**config.mk**
```make
export PLATFORM = sky130hd
export DESIGN_NAME = traffic_intersection_ctrl
export DESIGN_NICKNAME = d
export VERILOG_FILES = /design/src/rtl/traffic_intersection_ctrl.sv
export SDC_FILE = /design/constraint.sdc
export NUM_CORES = 1
export LEC_CHECK = 0
export CAP_MARGIN = 20
export CORE_ASPECT_RATIO = 0.7
export CORE_MARGIN = 4
export CORE_UTILIZATION = 50
export DETAILED_ROUTE_END_ITERATION = 16
export GPL_TIMING_DRIVEN = 0
export PLACE_DENSITY = 0.71
export RECOVER_POWER = 25
export SETUP_SLACK_MARGIN = 0.2
export SLEW_MARGIN = 20
export SYNTH_ARGS = -nofsm -noshare
export SYNTH_HDL_FRONTEND = slang
export SYNTH_SLANG_ARGS = --single-unit
```
**constraint.sdc**
```tcl
create_clock -name CLK -period 2.94 [get_ports CLK]
set_input_delay 0.441 -clock CLK [delete_from_list [all_inputs] [get_ports CLK]]
set_output_delay 0.441 -clock CLK [all_outputs]
set_load 0.01 [all_outputs]
```
**src/rtl/traffic_intersection_ctrl.sv**
```systemverilog
// Two-road intersection sequencer: NS main road, EW side road and a pedestrian phase,
// with a free-running tick prescaler, per-phase timer and latched requests.
module traffic_intersection_ctrl #(
    parameter int TICK_DIV   = 4,
    parameter int GREEN_MIN  = 4,
    parameter int YELLOW_T   = 2,
    parameter int ALLRED_T   = 1,
    parameter int EW_GREEN_T = 3,
    parameter int WALK_T     = 3
) (
    input  logic       CLK,
    input  logic       reset,
    input  logic       ew_car,
    input  logic       ped_req,
    output logic       ns_red,
    output logic       ns_yel,
    output logic       ns_grn,
    output logic       ew_red,
    output logic       ew_yel,
    output logic       ew_grn,
    output logic       walk,
    output logic [2:0] state_o
);

    typedef enum logic [2:0] {
        NS_GREEN = 3'd0,
        NS_YEL   = 3'd1,
        RED_A    = 3'd2,
        WALK     = 3'd3,
        EW_GREEN = 3'd4,
        EW_YEL   = 3'd5,
        RED_B    = 3'd6
    } state_t;

    localparam logic [7:0] DIV_LAST   = 8'(TICK_DIV - 1);
    localparam logic [7:0] GMIN_LAST  = 8'(GREEN_MIN - 1);
    localparam logic [7:0] YEL_LAST   = 8'(YELLOW_T - 1);
    localparam logic [7:0] AR_LAST    = 8'(ALLRED_T - 1);
    localparam logic [7:0] EWG_LAST   = 8'(EW_GREEN_T - 1);
    localparam logic [7:0] WALK_LAST  = 8'(WALK_T - 1);

    state_t     state;
    state_t     state_nxt;
    logic [7:0] pre;
    logic [7:0] t;
    logic       car_pend;
    logic       ped_pend;
    logic       tick;
    logic       car_any;
    logic       ped_any;
    logic       changing;

    assign tick     = (pre == DIV_LAST);
    // Live request inputs count in the same cycle they are sampled, ahead of the latch.
    assign car_any  = car_pend | ew_car;
    assign ped_any  = ped_pend | ped_req;
    assign changing = (state_nxt != state);

    always_comb begin
        // NOTE: default first so every path assigns state_nxt and no latch is inferred.
        state_nxt = state;
        case (state)
            NS_GREEN: if (tick && t >= GMIN_LAST && (car_any || ped_any)) state_nxt = NS_YEL;
            NS_YEL:   if (tick && t == YEL_LAST)  state_nxt = RED_A;
            RED_A:    if (tick && t == AR_LAST)   state_nxt = ped_any ? WALK : EW_GREEN;
            WALK:     if (tick && t == WALK_LAST) state_nxt = car_any ? EW_GREEN : RED_B;
            EW_GREEN: if (tick && t == EWG_LAST)  state_nxt = EW_YEL;
            EW_YEL:   if (tick && t == YEL_LAST)  state_nxt = RED_B;
            RED_B:    if (tick && t == AR_LAST)   state_nxt = NS_GREEN;
            default:  state_nxt = RED_B;
        endcase
    end

    // NOTE: non-blocking assignments so every register samples pre-edge values together.
    always_ff @(posedge CLK) begin
        if (reset) begin
            state    <= NS_GREEN;
            pre      <= 8'd0;
            t        <= 8'd0;
            car_pend <= 1'b0;
            ped_pend <= 1'b0;
        end else begin
            state <= state_nxt;
            pre   <= tick ? 8'd0 : pre + 8'd1;

            if (changing)
                t <= 8'd0;
            else if (tick && t != 8'hFF)
                t <= t + 8'd1;

            // Entering the serving phase clears the request even if it is re-asserted now.
            if (changing && state_nxt == EW_GREEN)
                car_pend <= 1'b0;
            else if (ew_car && state != EW_GREEN)
                car_pend <= 1'b1;

            if (changing && state_nxt == WALK)
                ped_pend <= 1'b0;
            else if (ped_req && state != WALK)
                ped_pend <= 1'b1;
        end
    end

    always_comb begin
        ns_red  = 1'b1;
        ns_yel  = 1'b0;
        ns_grn  = 1'b0;
        ew_red  = 1'b1;
        ew_yel  = 1'b0;
        ew_grn  = 1'b0;
        walk    = 1'b0;
        state_o = state;
        case (state)
            NS_GREEN: begin ns_red = 1'b0; ns_grn = 1'b1; end
            NS_YEL:   begin ns_red = 1'b0; ns_yel = 1'b1; end
            EW_GREEN: begin ew_red = 1'b0; ew_grn = 1'b1; end
            EW_YEL:   begin ew_red = 1'b0; ew_yel = 1'b1; end
            WALK:     walk = 1'b1;
            default:  ;
        endcase
    end

endmodule

```
==> results_dict.tcl <==
set metrics [dict create \
    status "finished, final reports clean" \
    cts_tree "built" \
    hpwl_um 2580 \
    cts_root_buf "clkbuf_8" \
    htreeDepth 1 \
    min_period_over_period 0.794 \
    cts_hold_repair.buffers 0 \
    path_class "reg2out" \
    syn_avg_cell_area_um2 8.13 \
    antenna_found_initial 0 \
    grt_use_total 0.200 \
    cts_buffers 3 \
    ys_ff_latch 21 \
    drt_wl_total_um 3420 \
    cap_violations 0 \
    ir_drop_v 0.000239 \
    ant_nets 0 \
    synth_common_cells "dfxtp_1 (21), nor2_1 (20), o21ai_0 (13), inv_1 (10)" \
    nets 199 \
    drc 0 \
    drt_iter0_markers 87 \
    synth_top_area_cell "dfxtp_1" \
    synth.top_cells.by_area "dfxtp_1 (30%), mux2i_1 (6.4%), nor2_1 (5.4%), o21ai_0 (4.7%), ha_1 (4.5%)" \
    clock_sinks 21 \
    cts-resized-gates 0 \
    grt_pass1_wl_um 5820 \
    finalSetupTns_ps 0 \
    fin_crit_ps 2330 \
    rsz0062_at_grt "false" \
    syn_inst 172 \
    cp.required_ps 2500 \
    setup_viol 0 \
    cts.clk_slew.worst_paths_ps 80 \
    finalHoldViolCount 0 \
    clock_skew_ps 2.06 \
    clockBufferDepth 2 \
    syn-num-nets 181 \
    synthToLayoutAreaGrowth_pct 15.8 \
    routed_via_density 6.20 \
    grt_pass1_vias 1283 \
    netlist.area_leader.share 0.301 \
    maxSlewHeadroom 0.559 \
    antenna_cells 0 \
    initial_core_util 0.544 \
    dpl_cell_area_mm2 0.00157 \
    die_h_um 52.3 \
    ys_types 44 \
    netlist_area_mm2 0.00140 \
    tightest_slew_ps 658 \
    yosysSeqAreaShare 0.301 \
    cp.arrival_ps 1890 \
    synthMostInstantiatedCell "dfxtp_1" \
    fmax_mhz 428 \
    synth-edff-count 0 \
    dr.pass1.iters 4 \
    cp-end-kind "output port" \
    cp_max_fo 9 \
    wl_per_cell_um 15.4 \
    critPathLaunchType "flop" \
    drive_gt1_frac 0.0899 \
    yosysWarnings 0 \
    vias 1383 \
    pwr_density_cell_mw_per_mm2 342 \
    dieArea_mm2 0.00372 \
    coreArea_mm2 0.00257 \
    gp_congestion 0.886 \
    ios 14 \
    ys.flop_type "dfxtp_1" \
    dp.cells 219 \
    die_w_um 71.2 \
    async_flop_share 0 \
    rows 15 \
    instances_no_fill 223 \
    fin_area_mm2 0.00162 \
    grt_max_degree 14 \
    gr-total-overflow 0 \
    insertion_delay_ps 260 \
    p_leak_nw 0.643 \
    maxSlewViolCount 0 \
    post_cts_buffers 0 \
    io_buffers 13 \
    hold_class "reg2reg" \
]
sequential cells by signal (all words and copies together), names as in the netlist:
| signal | flops |
|---|---|
| car_pend | 1 |
| ped_pend | 1 |
| pre | 8 |
| state_o | 3 |
| t | 8 |
layout make-up:
class                   instances  area, µm²
plain buffers                   6       37.5
well taps                      34       42.5
clock buffers                   3       41.3
flip-flops and latches         21        420
inverters                      10       37.5
fillers                       236        951
repair buffers                 13        130
clock inverters                 1       7.51
multi-input cells             135        903
worst max-delay path, stage by stage (launching register included):
cell	delay, ps
dfxtp_1	340
clkbuf_1	310
nor2b_1	230
nand2_1	150
inv_1	80
clkdlybuf4s50_1	530
layout by cell type (no fill, tap or decap), drive strengths merged, types with 3 or more instances in the layout:
| master | netlist | layout |
|---|---|---|
| a21oi | 8 | 8 |
| inv | 10 | 10 |
| or2 | 3 | 3 |
| nand2 | 9 | 9 |
| clkbuf | 4 | 7 |
| xor2 | 4 | 4 |
| nor3 | 3 | 3 |
| nor2 | 20 | 20 |
| nor4 | 6 | 6 |
| nand4 | 6 | 6 |
| or4 | 3 | 3 |
| o21ai | 13 | 13 |
| mux2i | 9 | 9 |
| ha | 5 | 5 |
| and3 | 4 | 4 |
| clkdlybuf4s50 | 0 | 9 |
| dfxtp | 21 | 21 |
| dlygate4sd3 | 0 | 4 |
| o31a | 3 | 3 |
| nand2b | 4 | 4 |
| a311oi | 3 | 3 |
| nand3 | 8 | 8 |
per-layer routing:
metal	vias up	track usage	wire length, µm
met5	-	0	0
met4	0	0.0469	24
met3	6	0.0460	141
met2	40	0.320	1510
met1	673	0.273	1750
li1	664	-	-
report_power, final:
group | leakage, nW | internal [mW] | switching, mW
sequential | 0.170 | 0.292 | 0.00762
clock | 0.0217 | 0.0958 | 0.102
combinational | 0.451 | 0.0232 | 0.0331
per-stage QoR:
stage / total power [mW] / setup WS, ps / util / hold slack, ps
after detailed placement: 0.361 / 636 / 0.611 / 444
after floorplan: 0.344 / 844 / - / 426
final: 0.554 / 605 / 0.630 / 457
after global placement: 0.359 / 683 / 0.611 / 441
after CTS: 0.557 / 613 / 0.630 / 464
after global routing: 0.581 / 443 / 0.630 / 515
path summary, 6_finish.rpt:
kind	start	endpoint	slack, ps	cells past startpoint
worst max-delay path	state_o[0]	walk	610	5
worst min-delay path	pre[0]	pre[0]	460	1
worst max register to register	pre[0]	t[7]	610	7
worst min register to register	pre[0]	pre[0]	460	1
kinds of logic after synthesis:
logic type / share of synthesized area
XOR/XNOR: 0.0376
buffers and inverters: 0.0537
AO/OA/AOI/OAI: 0.175
adder cells (fa/ha/maj): 0.0447
flip-flops: 0.301
AND/OR/NAND/NOR: 0.316
multiplexers: 0.0725
No activity file was read; power rests on OpenSTA's default activity.
